File: src/rtl/mem_addr_gen_scroll.sv
// mem_addr_gen_scroll: framebuffer address generator for the VGA path.
// Maps 640x480 display counters to a downscaled SRC_W x SRC_H source
// image and adds a per-frame 2-D wrapping scroll. Two registered stages,
// so the latency is exactly 2 clk and the throughput is one address per clk.
// Optional build macro: MEM_ADDR_MIRROR_EN adds an hflip input that
// mirrors the source column after the wrap.
module mem_addr_gen_scroll #(
  parameter int unsigned SRC_W       = 320,
  parameter int unsigned SRC_H       = 240,
  parameter int unsigned SCALE_SHIFT = 1,
  parameter int unsigned ADDR_W      = 17,
  parameter int unsigned STEP        = 1
) (
  input  logic              clk,
  input  logic              rst,
  input  logic [9:0]        h_cnt,
  input  logic [9:0]        v_cnt,
  input  logic              frame_start,
  input  logic [1:0]        mode,
  input  logic              pause,
`ifdef MEM_ADDR_MIRROR_EN
  input  logic              hflip,
`endif
  output logic [ADDR_W-1:0] pixel_addr,
  output logic              addr_valid
);

  // Coordinate widths hold SRC_x-1+STEP; the sums carry one extra bit
  // because source coordinate plus offset can reach 2*SRC_x-2.
  localparam int unsigned XW = $clog2(SRC_W + STEP);
  localparam int unsigned YW = $clog2(SRC_H + STEP);

  localparam logic [XW:0]   SRC_W_S  = (XW+1)'(SRC_W);
  localparam logic [YW:0]   SRC_H_S  = (YW+1)'(SRC_H);
  localparam logic [XW:0]   STEP_X   = (XW+1)'(STEP);
  localparam logic [YW:0]   STEP_Y   = (YW+1)'(STEP);
  localparam logic [XW-1:0] X_MAX    = XW'(SRC_W - 1);
  localparam logic [ADDR_W-1:0] ROW_PITCH = ADDR_W'(SRC_W);

  typedef enum logic [1:0] {
    MODE_STATIC = 2'd0,
    MODE_UP     = 2'd1,
    MODE_LEFT   = 2'd2,
    MODE_DIAG   = 2'd3
  } scroll_mode_e;

  scroll_mode_e mode_in;
  assign mode_in = scroll_mode_e'(mode);

  // Scroll offsets (always below their bounds)
  logic [XW-1:0] off_x_q, off_x_d;
  logic [YW-1:0] off_y_q, off_y_d;

  // Stage 1 registers
  logic          active_q;
  logic [XW-1:0] x_q;
  logic [YW-1:0] y_q;

  // Stage 2 registers
  logic [ADDR_W-1:0] addr_q;
  logic              valid_q;

  // Stage 1 combinational values
  logic          active_d;
  logic [XW-1:0] sx;
  logic [YW-1:0] sy;
  logic [XW:0]   x_sum;
  logic [YW:0]   y_sum;
  logic [XW-1:0] x_wrap;
  logic [YW-1:0] y_wrap;
  logic [XW-1:0] x_d;

  // Offset advance candidates
  logic [XW:0]   off_x_sum;
  logic [YW:0]   off_y_sum;
  logic [XW-1:0] off_x_adv;
  logic [YW-1:0] off_y_adv;
  logic          adv_x;
  logic          adv_y;

  // Stage 2 combinational value
  logic [ADDR_W-1:0] addr_d;

  // Display-to-source mapping with a single conditional wrap per axis
  always_comb begin
    active_d = (h_cnt < 10'd640) && (v_cnt < 10'd480);
    // Blanking coordinates may truncate here; they are masked by active.
    sx       = XW'(h_cnt >> SCALE_SHIFT);
    sy       = YW'(v_cnt >> SCALE_SHIFT);
    x_sum    = {1'b0, sx} + {1'b0, off_x_q};
    y_sum    = {1'b0, sy} + {1'b0, off_y_q};
    x_wrap   = (x_sum >= SRC_W_S) ? XW'(x_sum - SRC_W_S) : XW'(x_sum);
    y_wrap   = (y_sum >= SRC_H_S) ? YW'(y_sum - SRC_H_S) : YW'(y_sum);
`ifdef MEM_ADDR_MIRROR_EN
    x_d      = hflip ? (X_MAX - x_wrap) : x_wrap;
`else
    x_d      = x_wrap;
`endif
  end

  // Next offsets: the incoming mode decides which axes advance this frame
  always_comb begin
    off_x_sum = {1'b0, off_x_q} + STEP_X;
    off_y_sum = {1'b0, off_y_q} + STEP_Y;
    off_x_adv = (off_x_sum >= SRC_W_S) ? XW'(off_x_sum - SRC_W_S) : XW'(off_x_sum);
    off_y_adv = (off_y_sum >= SRC_H_S) ? YW'(off_y_sum - SRC_H_S) : YW'(off_y_sum);
    adv_x     = 1'b0;
    adv_y     = 1'b0;
    case (mode_in)
      MODE_UP:   adv_y = 1'b1;
      MODE_LEFT: adv_x = 1'b1;
      MODE_DIAG: begin
        adv_x = 1'b1;
        adv_y = 1'b1;
      end
      default: ;
    endcase
    off_x_d = off_x_q;
    off_y_d = off_y_q;
    if (frame_start && !pause) begin
      if (adv_x) off_x_d = off_x_adv;
      if (adv_y) off_y_d = off_y_adv;
    end
  end

  // Linear address from the stage-1 coordinates
  always_comb begin
    addr_d = active_q ? (ADDR_W'(y_q) * ROW_PITCH + ADDR_W'(x_q)) : '0;
  end

  // Scroll offset state; only frame_start edges can change it
  always_ff @(posedge clk or posedge rst) begin
    if (rst) begin
      off_x_q <= '0;
      off_y_q <= '0;
    end else begin
      off_x_q <= off_x_d;
      off_y_q <= off_y_d;
    end
  end

  // Stage 1: capture active flag and wrapped source coordinates
  always_ff @(posedge clk or posedge rst) begin
    if (rst) begin
      active_q <= 1'b0;
      x_q      <= '0;
      y_q      <= '0;
    end else begin
      active_q <= active_d;
      x_q      <= x_d;
      y_q      <= y_wrap;
    end
  end

  // Stage 2: register the address and its valid flag
  always_ff @(posedge clk or posedge rst) begin
    if (rst) begin
      addr_q  <= '0;
      valid_q <= 1'b0;
    end else begin
      addr_q  <= addr_d;
      valid_q <= active_q;
    end
  end

  assign pixel_addr = addr_q;
  assign addr_valid = valid_q;

endmodule
File: config.mk
export PLATFORM = sky130hd
export DESIGN_NAME = mem_addr_gen_scroll
export DESIGN_NICKNAME = d
export VERILOG_FILES = /design/src/rtl/mem_addr_gen_scroll.sv
export SDC_FILE = /design/constraint.sdc
export NUM_CORES = 1
export LEC_CHECK = 0
export CORE_MARGIN = 2
export CORE_UTILIZATION = 61
export DETAILED_ROUTE_END_ITERATION = 6
export GPL_ROUTABILITY_DRIVEN = 0
export PLACE_DENSITY = 0.86
export SLEW_MARGIN = 25
export SYNTH_ARGS = -nofsm -noshare
export SYNTH_HDL_FRONTEND = slang
export SYNTH_SLANG_ARGS = --single-unit
File: constraint.sdc
create_clock -name clk -period 7.73 [get_ports clk]
set_input_delay 1.1595 -clock clk [delete_from_list [all_inputs] [get_ports clk]]
set_output_delay 1.1595 -clock clk [all_outputs]
set_load 0.1 [all_outputs]
==> flow_summary_export.csv, run 1 <==
group,metric,value,unit
routing,vias_per_cell,5.79,
die,die_h,83.2,µm
setup_path,critical-path-top-delay-family,"compound AO/OA/AOI/OAI gates",
die,num_rows,28,
setup_path,series_of_cell_instances_along_the_critical_path,"clkdlybuf4s50_1 > ha_1 > inv_1 > fa_1 > nor2b_1 > o21ai_1 > a21oi_1 > a21boi_0 > xnor2_1 > ha_1 > nand2_1 > or4_4 > o31ai_4 > a21oi_2 > mux2i_1",
clock_network,clock_path_buffers,2,
sta,final_hold_viol_count,0,
routing,detail_route.drc_violations,0,
die,num_io_pins,44,
setup_path,worstReg2RegStart,"off_x_q[0]",
routing,wl_per_cell,13.8,µm
setup_path,critical_path_endpoint,"x_q[7]",
die,initial_core_util,63.9,%
sta,worstMarginPinSlew,0.975,ns
placement,placement.cell_area,0.00430,mm²
setup_path,crit_type,"input port to register",
final_layout,layout.core_utilization,73.5,%
sta,fin_crit_sh,54.0,%
routing,via_count,2995,
final_layout,syn2layout_area_growth,15.0,%
clock_network,clk_root_buffer_cell,"clkbuf_8",
routing,wirelength,7140,µm
die,die_w,83.2,µm
logic_synthesis,synthMostInstantiatedCell,"dfrtp_1",
logic_synthesis,synth_area_leaders,"dfrtp_1 (35%), ha_1 (14%), xnor2_1 (6.4%), and2_1 (3.4%), xor2_1 (2.7%)",
placement,port_buffers,41,
logic_synthesis,synthesis.yosys.warnings,0,
clock_network,sinks_on_clock_net,53,
setup_path,path_depth,15,
global_routing,grt_overflow,0,
logic_synthesis,synth.cells.most_frequent,"dfrtp_1 (53), ha_1 (42), xnor2_1 (28)",
outcome,run_status,"completed",
logic_synthesis,synth_largest_area_cell,"dfrtp_1",
clock_network,cts_tree,"done",
sta,rsz_0062_raised_after_global_routing,"no",
logic_synthesis,synth.net_count,472,
setup_path,critical_path_peak_fanout,3,
global_routing,globalRouteTotalUtil,21.6,%
setup_path,startpoint,"h_cnt[1]",
setup_path,ff2ff_setup_slack,4.28,ns
setup_path,worst_r2r_endpoint,"x_q[7]",
logic_synthesis,synth_async_sr_flop_share,100,%
power_and_ir_drop,power.density,422,mW/mm²
final_layout,antenna_cells,0,
logic_synthesis,synth.ff_latch_count,53,
final_layout,final_layout_size_suffix_gt1_share,6.11,%
setup_path,critical_path_arrival,4.37,ns
setup_path,cp_slowest_stage_delay,0.46,ns
logic_synthesis,synth_ff_type,"dfrtp_1",
global_routing,number_of_antenna_violations_at_the_first_check_in_global_routing,0,
final_layout,nFillCells,420,
clock_network,cts_hold_buffers_added,0,
setup_path,data_required_time_at_the_worst_endpoint,7.93,ns
job,cap_violations,0,
clock_network,level_count_of_the_clock_h_tree,2,
sta,maxClockFrequency,0.240,GHz
die,fp.coreArea,0.00599,mm²
clock_network,cts_resized,0,
clock_network,latest_clock_arrival_within_the_worst_skew_pair,0.32,ns
setup_path,worstSetupStartpointType,"input port",
sta,timing.final.max_slew_violations,0,
routing,drt_pass1_iterations,4,
clock_network,postCtsSetupBuffers,0,
clock_network,cts-buffers-inserted,5,
power_and_ir_drop,vdd.ir_drop.worst,324,µV
worst_hold_path,timing.hold.worst.class,"register to register",
logic_synthesis,syn_area,0.00383,mm²
logic_synthesis,proportion_of_synthesized_chip_area_in_sequential_cells,34.7,%
routing,drt_first_iter_violations,66,
power_and_ir_drop,leakage,1.94,nW
sta,setup_violations,0,
global_routing,grt_pass1_wl,12500,µm
clock_network,clkSlewWorstSetupHoldPaths,0.11,ns
logic_synthesis,number_of_enable_flip_flop_cells_after_synthesis,0,
setup_path,critical-path-slowest-cell,"clkdlybuf4s50_1",
final_layout,layout.cell_area.non_filler,0.00440,mm²
setup_path,worst_path_most_repeated_cell,"ha_1",
routing,drtAntennaViolNets,0,
setup_path,end_kind,"register",
die,floorplan.die_area,0.00692,mm²
sta,maxSlewHeadroom,34.8,%
logic_synthesis,syn-instance-count,400,
sta,skew,0.00570,ns
logic_synthesis,synth_top_area_share,34.7,%
setup_path,critical_path.n_buffers_inverters,2,
setup_path,r2r_cells,14,
global_routing,first_global_vias,2958,
worst_hold_path,worstHoldPathCells,1,
sta,period_minus_slack,4.17,ns
logic_synthesis,post_synth.cell_area_avg,9.57,µm²
final_layout,nNetsFinal,513,
logic_synthesis,yosys.cell_types.count,63,
global_routing,grt_max_degree,54,
placement,detailed_place_hpwl,5530,µm
sta,totalNegativeSetupSlack,0,ns
cells by family (layout without fill, tap and decap cells):
kind of cell,count (synthesis),in the layout,synth area share (%)
AO/OA/AOI/OAI,92,92,17.0
buffers and inverters,31,73,3.20
flip-flops,53,53,34.7
adder cells (fa/ha/maj),46,46,15.8
XOR/XNOR,40,40,9.15
AND/OR/NAND/NOR,134,134,19.1
multiplexers,4,4,1.05
worst register-to-register path: cells and delay by family, from the launching register on:
kind	cells	cell delay, ns
buffers and inverters	1	0.07
flip-flops	1	0.51
adder cells (fa/ha/maj)	3	0.87
AO/OA/AOI/OAI	5	0.82
multiplexers	1	0.14
AND/OR/NAND/NOR	3	0.63
XOR/XNOR	1	0.29
where the power goes:
group	switching [mW]	total (mW)	internal, mW
registers	0.100	0.478	0.378
logic	0.704	1.21	0.504
clock network	0.102	0.170	0.0680
total	0.906	1.86	0.949
layer usage:
layer	GRT usage, %	up-vias	part of all wire, %
met4	7.75	0	1.7
met5	0	-	0
met3	3.08	13	2.9
li1	-	1501	-
met2	40.1	57	52
met1	25.0	1424	43
sequential cells by signal, summed over array words and instances (netlist names):
register,cells
pixel_addr,17
off_x_q,9
x_q,9
off_y_q,8
y_q,8
active_q,1
addr_valid,1
per-stage QoR:
| step | hold WS [ns] | worst slack [ns] | power [mW] | std cells |
|---|---|---|---|---|
| floorplan | 0.434 | 4.03 | 1.45 | 400 |
| global placement | 0.436 | 3.38 | 1.62 | 509 |
| detailed placement | 0.440 | 3.28 | 1.68 | 509 |
| CTS | 0.465 | 3.58 | 1.86 | 517 |
| global route | 0.479 | 3.38 | 2.02 | 517 |
| finish | 0.464 | 3.56 | 1.86 | 517 |
area by class of cell:
type                       count  area (µm²)  share of cell area (%)
multi-input combinational    316        2380                    54.1
sequential                    53        1330                    30.1
timing repair buffer          42         418                    9.50
tap                           75        93.8                    2.13
inverter                      23        86.3                    1.96
clock buffer                   5        68.8                    1.56
clock inverter                 3        28.8                   0.654
layout by cell type, fill, tap and decap left out, drive strengths merged, types with 4 or more instances in the layout:
master / instances
dfrtp: 53
ha: 42
clkdlybuf4s50: 41
xnor2: 28
nand2: 28
o21ai: 27
inv: 25
a21oi: 23
nor2: 22
and2: 21
nor3: 14
nand3: 13
xor2: 12
a21o: 8
nor2b: 8
o21a: 5
nand4: 5
clkbuf: 5
and3: 4
mux2i: 4
fa: 4
or3: 4
worst min path at each step:
stage	endpoint	from
CTS	pixel_addr[1]	x_q[1]
global placement	pixel_addr[0]	x_q[0]
floorplan	pixel_addr[0]	x_q[0]
detailed placement	pixel_addr[1]	x_q[1]
finish	pixel_addr[1]	x_q[1]
global route	pixel_addr[3]	x_q[3]
(Power assumes the default switching activity.)
==> run 2, diff against run 1 <==
--- a/config.mk
+++ b/config.mk
@@ -6,10 +6,10 @@
 export NUM_CORES = 1
 export LEC_CHECK = 0
 export CORE_MARGIN = 2
-export CORE_UTILIZATION = 61
+export CORE_UTILIZATION = 51
 export DETAILED_ROUTE_END_ITERATION = 6
 export GPL_ROUTABILITY_DRIVEN = 0
-export PLACE_DENSITY = 0.86
+export PLACE_DENSITY = 0.76
 export SLEW_MARGIN = 25
 export SYNTH_ARGS = -nofsm -noshare
 export SYNTH_HDL_FRONTEND = slang
==> constraint.sdc (replaced) <==
create_clock -name clk -period 3.8 [get_ports clk]
set_input_delay 0.57 -clock clk [delete_from_list [all_inputs] [get_ports clk]]
set_output_delay 0.57 -clock clk [all_outputs]
set_load 0.1 [all_outputs]
==> run 2 against run 1 <==
  * Sequential share of layout area shrank 0.25 points
  * Critical path depth stayed put
  * Core utilization down 12 points
  * Sequential cell count unchanged
  * Setup slack worse by 3.2 ns
  * Global-route usage decreased by 3.1 points
  * Design area increased by 0.85%
  * Worst hold slack gained 0.0015 ns
  * Critical path type unchanged
  * Largest power group unchanged
==> flow_summary_export.csv, run 2 (synthesis gave the netlist of run 1 again) <==
group,metric,value,unit
clock_network,cts_tree,"done",
routing,met1_length,3150,µm
final_layout,largest_reg_flops,17,
routing,metal2_wl,3650,µm
die,num_io_pins,44,
clock_network,postCtsSetupBuffers,0,
routing,drt_pass1_iterations,4,
sta,period_minus_slack,3.41,ns
power_and_ir_drop,vdd.ir_drop.worst,358,µV
global_routing,first_global_vias,2948,
power_and_ir_drop,power.density,847,mW/mm²
placement,detailed_place_hpwl,5560,µm
power_and_ir_drop,power_frac_comb,64.8,%
final_layout,mostFrequentLayoutCells,"dfrtp_1 (53), ha_1 (42), clkdlybuf4s50_1 (41)",
routing,wl_per_cell,13.0,µm
global_routing,grt_max_degree,29,
routing,drt_first_iter_violations,106,
clock_network,latest_clock_arrival_within_the_worst_skew_pair,0.32,ns
final_layout,nNetsFinal,514,
setup_path,worst_r2r_endpoint,"x_q[6]",
routing,detail_route.drc_violations,0,
setup_path,end_kind,"register",
sta,skew,0.0119,ns
worst_hold_path,worst_hold_path.endpoint,"pixel_addr[5]",
final_layout,layout.cells.non_filler,542,
clock_network,clkSlewWorstSetupHoldPaths,0.10,ns
sta,maxClockFrequency,0.293,GHz
placement,placedCellCount,534,
power_and_ir_drop,design_power_total,3.76,mW
routing,met3RoutedLength,165,µm
clock_network,level_count_of_the_clock_h_tree,2,
power_and_ir_drop,p_int,1.93,mW
die,num_rows,31,
setup_path,cp_slowest_stage_delay,0.46,ns
clock_network,clk_root_buffer_cell,"clkbuf_8",
placement,preCtsSetupSlack,0.0416,ns
sta,layout_setup_ws,0.386,ns
final_layout,antenna_cells,0,
sta,rsz_0062_raised_after_global_routing,"no",
global_routing,grt_overflow,0,
sta,timing.final.max_slew_violations,0,
final_layout,layout_commonest_cell,"dfrtp_1",
placement,placement.cell_area,0.00434,mm²
power_and_ir_drop,p_sw,1.83,mW
setup_path,ff2ff_setup_slack,0.53,ns
setup_path,crit_type,"input port to register",
setup_path,critical_path_peak_fanout,3,
sta,final_hold_viol_count,0,
power_and_ir_drop,clock_power_share,9.3,%
sta,setup_violations,0,
die,die_h,90.6,µm
die,die_w,90.6,µm
setup_path,r2r_cells,14,
power_and_ir_drop,leakage,1.95,nW
final_layout,layout.core_utilization,61.2,%
routing,vias_per_cell,5.47,
sta,totalNegativeSetupSlack,0,ns
worst_hold_path,hold_path.startpoint,"x_q[5]",
clock_network,cts_resized,0,
setup_path,startpoint,"h_cnt[1]",
setup_path,critical-path-slowest-cell,"clkdlybuf4s50_1",
setup_path,series_of_cell_instances_along_the_critical_path,"clkdlybuf4s50_1 > ha_1 > inv_1 > fa_1 > nor2b_1 > o21ai_1 > a21oi_1 > a21boi_0 > xnor2_1 > ha_1 > nand2_1 > or4_4 > o31ai_4 > a21oi_2 > xnor2_1",
sta,fin_crit_sh,89.8,%
final_layout,layout.cell_area.non_filler,0.00444,mm²
routing,drtAntennaViolNets,0,
sta,maxSlewHeadroom,34.7,%
power_and_ir_drop,switching_share,48.7,%
setup_path,data_required_time_at_the_worst_endpoint,3.99,ns
sta,finalHoldWorstSlack,0.465,ns
outcome,run_status,"completed",
setup_path,critical_path_arrival,3.60,ns
worst_hold_path,timing.hold.worst.class,"register to register",
die,floorplan.die_area,0.00821,mm²
routing,top_layer_used,"met4",
clock_network,cts_hold_buffers_added,0,
routing,via_count,2966,
sta,worstMarginPinSlew,0.976,ns
placement,port_buffers,41,
global_routing,number_of_antenna_violations_at_the_first_check_in_global_routing,0,
global_routing,globalRouteTotalUtil,18.5,%
setup_path,worstReg2RegStart,"off_x_q[0]",
clock_network,sinks_on_clock_net,53,
clock_network,cts-buffers-inserted,5,
die,fp.coreArea,0.00725,mm²
final_layout,final_layout_size_suffix_gt1_share,6.32,%
setup_path,worstSetupStartpointType,"input port",
global_routing,grt_pass1_wl,12700,µm
job,cap_violations,0,
final_layout,syn2layout_area_growth,16.0,%
worst_hold_path,worstHoldPathCells,1,
routing,wirelength,7060,µm
power_and_ir_drop,sequential_share_of_power,25.9,%
clock_network,clock_path_buffers,2,
die,initial_core_util,52.8,%
==> run 2: cell type report <==
type                       count  area (µm²)
clock buffer                   5        68.8
tap                           99         124
clock inverter                 3        28.8
timing repair buffer          43         425
multi-input combinational    316        2380
fill                         608        2820
inverter                      23        86.3
sequential                    53        1330
==> run 2: worst max-delay path, delay by kind of cell <==
| kind | cells | cell delay (ns) |
|---|---|---|
| adders and majority gates | 3 | 0.77 |
| xor gates and xnor gates | 2 | 0.45 |
| AOI/OAI and AO/OA | 5 | 0.70 |
| buffers and inverters | 2 | 0.52 |
| and+or+nand+nor | 3 | 0.60 |
==> run 2: power groups by stage <==
stage	clock network [mW]	registers [mW]	logic, mW
after floorplan	0	1.24	1.71
after global placement	0	0.973	2.35
after detailed placement	0	0.986	2.43
after CTS	0.363	0.973	2.45
after global routing	0.382	1.01	2.74
final	0.349	0.973	2.44
==> run 2: worst max path at each step <==
stage	end	depth (start not counted)
after floorplan	x_q[6]	14
after global placement	x_q[7]	15
after global routing	x_q[6]	15
after detailed placement	x_q[6]	15
after CTS	x_q[6]	15
final	x_q[6]	15
==> run 2: per-layer routing <==
metal | track usage (%) | vias to the layer above
met2 | 33.9 | 50
met5 | 0 | -
met3 | 2.59 | 8
met1 | 22.6 | 1405
met4 | 5.13 | 0
li1 | - | 1503
==> run 3, diff against run 2 <==
--- a/config.mk
+++ b/config.mk
@@ -6,11 +6,11 @@
 export NUM_CORES = 1
 export LEC_CHECK = 0
 export CORE_MARGIN = 2
-export CORE_UTILIZATION = 51
+export CORE_UTILIZATION = 53
+export CTS_BUF_LIST = sky130_fd_sc_hd__clkbuf_8
 export DETAILED_ROUTE_END_ITERATION = 6
 export GPL_ROUTABILITY_DRIVEN = 0
-export PLACE_DENSITY = 0.76
-export SLEW_MARGIN = 25
+export PLACE_DENSITY = 0.79
 export SYNTH_ARGS = -nofsm -noshare
 export SYNTH_HDL_FRONTEND = slang
 export SYNTH_SLANG_ARGS = --single-unit
==> run 3 against run 2 <==
  * Critical endpoint is now x_q[7]
  * Power is 0.29% lower
  * Combinational power is essentially flat
  * Die area shrank 3.6%
  * Sequential cell count unchanged
  * Critical path depth unchanged
==> flow_summary_export.csv, run 3 (synthesis gave the netlist of run 1 again) <==
group,metric,value,unit
clock_network,clock_path_buffers,2,
power_and_ir_drop,power.density,844,mW/mm²
sta,worstMarginPinSlew,0.982,ns
global_routing,grt_util_met1,24.2,%
die,num_rows,30,
sta,maxClockFrequency,0.294,GHz
setup_path,crit_type,"input port to register",
final_layout,nNetsFinal,515,
setup_path,critical_path_peak_fanout,3,
clock_network,sinks_on_clock_net,53,
placement,placement.cell_area,0.00434,mm²
global_routing,grt_overflow,0,
clock_network,cts_resized,0,
power_and_ir_drop,vdd.ir_drop.worst,322,µV
global_routing,grt_util_met3,2.68,%
worst_hold_path,worstHoldPathCells,1,
setup_path,series_of_cell_instances_along_the_critical_path,"clkdlybuf4s50_1 > ha_1 > inv_1 > fa_1 > nor2b_1 > o21ai_1 > a21oi_1 > a21boi_0 > xnor2_1 > ha_1 > nand2_1 > or4_4 > o31ai_4 > a21oi_2 > mux2i_1",
sta,skew,0.00255,ns
final_layout,largest_reg_flops,17,
setup_path,critical_path.n_buffers_inverters,2,
sta,setup_violations,0,
clock_network,clk_root_buffer_cell,"clkbuf_8",
clock_network,level_count_of_the_clock_h_tree,2,
global_routing,groute.layer.met2.usage,34.8,%
outcome,run_status,"completed",
setup_path,data_required_time_at_the_worst_endpoint,3.99,ns
sta,maxSlewHeadroom,34.3,%
setup_path,critical-path-slowest-cell,"clkdlybuf4s50_1",
sta,totalNegativeSetupSlack,0,ns
global_routing,grt_pass1_wl,12300,µm
final_layout,antenna_cells,0,
power_and_ir_drop,leakage,1.94,nW
final_layout,mostFrequentLayoutCells,"dfrtp_1 (53), ha_1 (42), clkdlybuf4s50_1 (41)",
clock_network,clkSlewWorstSetupHoldPaths,0.10,ns
global_routing,grt_max_degree,36,
setup_path,cp_slowest_stage_delay,0.46,ns
setup_path,critical-path-top-delay-family,"adder cells",
routing,drt_first_iter_violations,76,
die,die_h,89.0,µm
routing,drt_pass1_iterations,4,
setup_path,worst_path_most_repeated_cell,"ha_1",
routing,wirelength,7010,µm
setup_path,worstReg2RegStart,"off_x_q[0]",
sta,period_minus_slack,3.41,ns
routing,detail_route.drc_violations,0,
clock_network,latest_clock_arrival_within_the_worst_skew_pair,0.31,ns
setup_path,critical_path_arrival,3.60,ns
sta,rsz_0062_raised_after_global_routing,"no",
final_layout,layout_commonest_cell,"dfrtp_1",
setup_path,end_kind,"register",
die,initial_core_util,55.4,%
setup_path,r2r_cells,14,
sta,timing.final.max_slew_violations,0,
routing,drtAntennaViolNets,0,
routing,vias_per_cell,5.45,
job,cap_violations,0,
setup_path,worst_r2r_endpoint,"x_q[7]",
sta,layout_setup_ws,0.394,ns
setup_path,worstSetupStartpointType,"input port",
worst_hold_path,timing.hold.worst.class,"register to register",
final_layout,final_layout_size_suffix_gt1_share,6.53,%
die,fp.coreArea,0.00691,mm²
clock_network,cts_tree,"done",
sta,fin_crit_sh,89.6,%
global_routing,first_global_vias,2819,
final_layout,nFillCells,581,
placement,preCtsSetupSlack,0.0426,ns
clock_network,cts-buffers-inserted,5,
final_layout,layout.cell_area.non_filler,0.00444,mm²
setup_path,ff2ff_setup_slack,0.56,ns
clock_network,postCtsSetupBuffers,0,
die,floorplan.die_area,0.00792,mm²
routing,wl_per_cell,13.0,µm
global_routing,grt.busiest_layer,"met2",
die,num_io_pins,44,
die,die_w,89.0,µm
global_routing,globalRouteTotalUtil,19.5,%
worst_hold_path,worst_hold_path.endpoint,"pixel_addr[2]",
routing,via_count,2944,
global_routing,number_of_antenna_violations_at_the_first_check_in_global_routing,0,
sta,final_hold_viol_count,0,
clock_network,cts_hold_buffers_added,0,
worst_hold_path,hold_path.startpoint,"x_q[2]",
placement,detailed_place_hpwl,5500,µm
placement,port_buffers,41,
final_layout,syn2layout_area_growth,16.0,%
## run 3: cell types whose count changed in the layout (fill, tap and decap cells not counted)
| cell | before | now |
|---|---|---|
| clkinvlp_4 | 0 | 1 |
| buf_4 | 2 | 3 |
| inv_8 | 1 | 0 |
## run 3: per-stage QoR
step                total power, mW  utilization [%]  instances  hold WS (ns)
floorplan                      2.94                -        400         0.434
global placement               3.31             62.9        532         0.436
detailed placement             3.41             62.9        532         0.444
CTS                            3.76             64.3        540         0.467
global route                   4.10             64.3        540         0.489
finish                         3.75             64.3        540         0.463
## run 3: layer usage
layer | wire, µm | up-vias | share of wire (%)
met5 | 0 | - | 0
met2 | 3550 | 49 | 51
met3 | 155 | 11 | 2.2
li1 | - | 1506 | -
met4 | 104 | 0 | 1.5
met1 | 3200 | 1378 | 46
## run 3: worst reg2reg max path: stages, from the launching register on
cell and delay, ns:
dfrtp_1 0.50, ha_1 0.24, inv_1 0.06, fa_1 0.40
nor2b_1 0.14, o21ai_1 0.07, a21oi_1 0.18, a21boi_0 0.13
xnor2_1 0.29, ha_1 0.21, nand2_1 0.05, or4_4 0.42
o31ai_4 0.19, a21oi_2 0.10, mux2i_1 0.14
## run 3: worst max path at each step
stage | from | end | slack (ns) | cells past startpoint
after floorplan | h_cnt[1] | x_q[6] | 0.69 | 14
after global placement | h_cnt[1] | x_q[7] | 0.14 | 15
after detailed placement | h_cnt[1] | x_q[6] | 0.04 | 15
after CTS | h_cnt[1] | x_q[7] | 0.38 | 15
after global routing | h_cnt[1] | x_q[7] | 0.16 | 15
final | h_cnt[1] | x_q[7] | 0.39 | 15
## run 3: cell type report
class | instances | area [µm²] | area share, %
multi-input combinational | 316 | 2380 | 53.6
sequential | 53 | 1330 | 29.9
timing repair buffer | 44 | 433 | 9.75
tap | 96 | 120 | 2.71
inverter | 23 | 86.3 | 1.95
clock buffer | 5 | 68.8 | 1.55
clock inverter | 3 | 25.0 | 0.564
## run 3: power by group
group / leakage (nW) / total [mW] / internal (mW) / switching (mW)
Clock: 0.0447 / 0.331 / 0.133 / 0.197
Combinational: 1.24 / 2.45 / 1.03 / 1.42
Sequential: 0.662 / 0.969 / 0.769 / 0.201
Total: 1.94 / 3.75 / 1.93 / 1.82
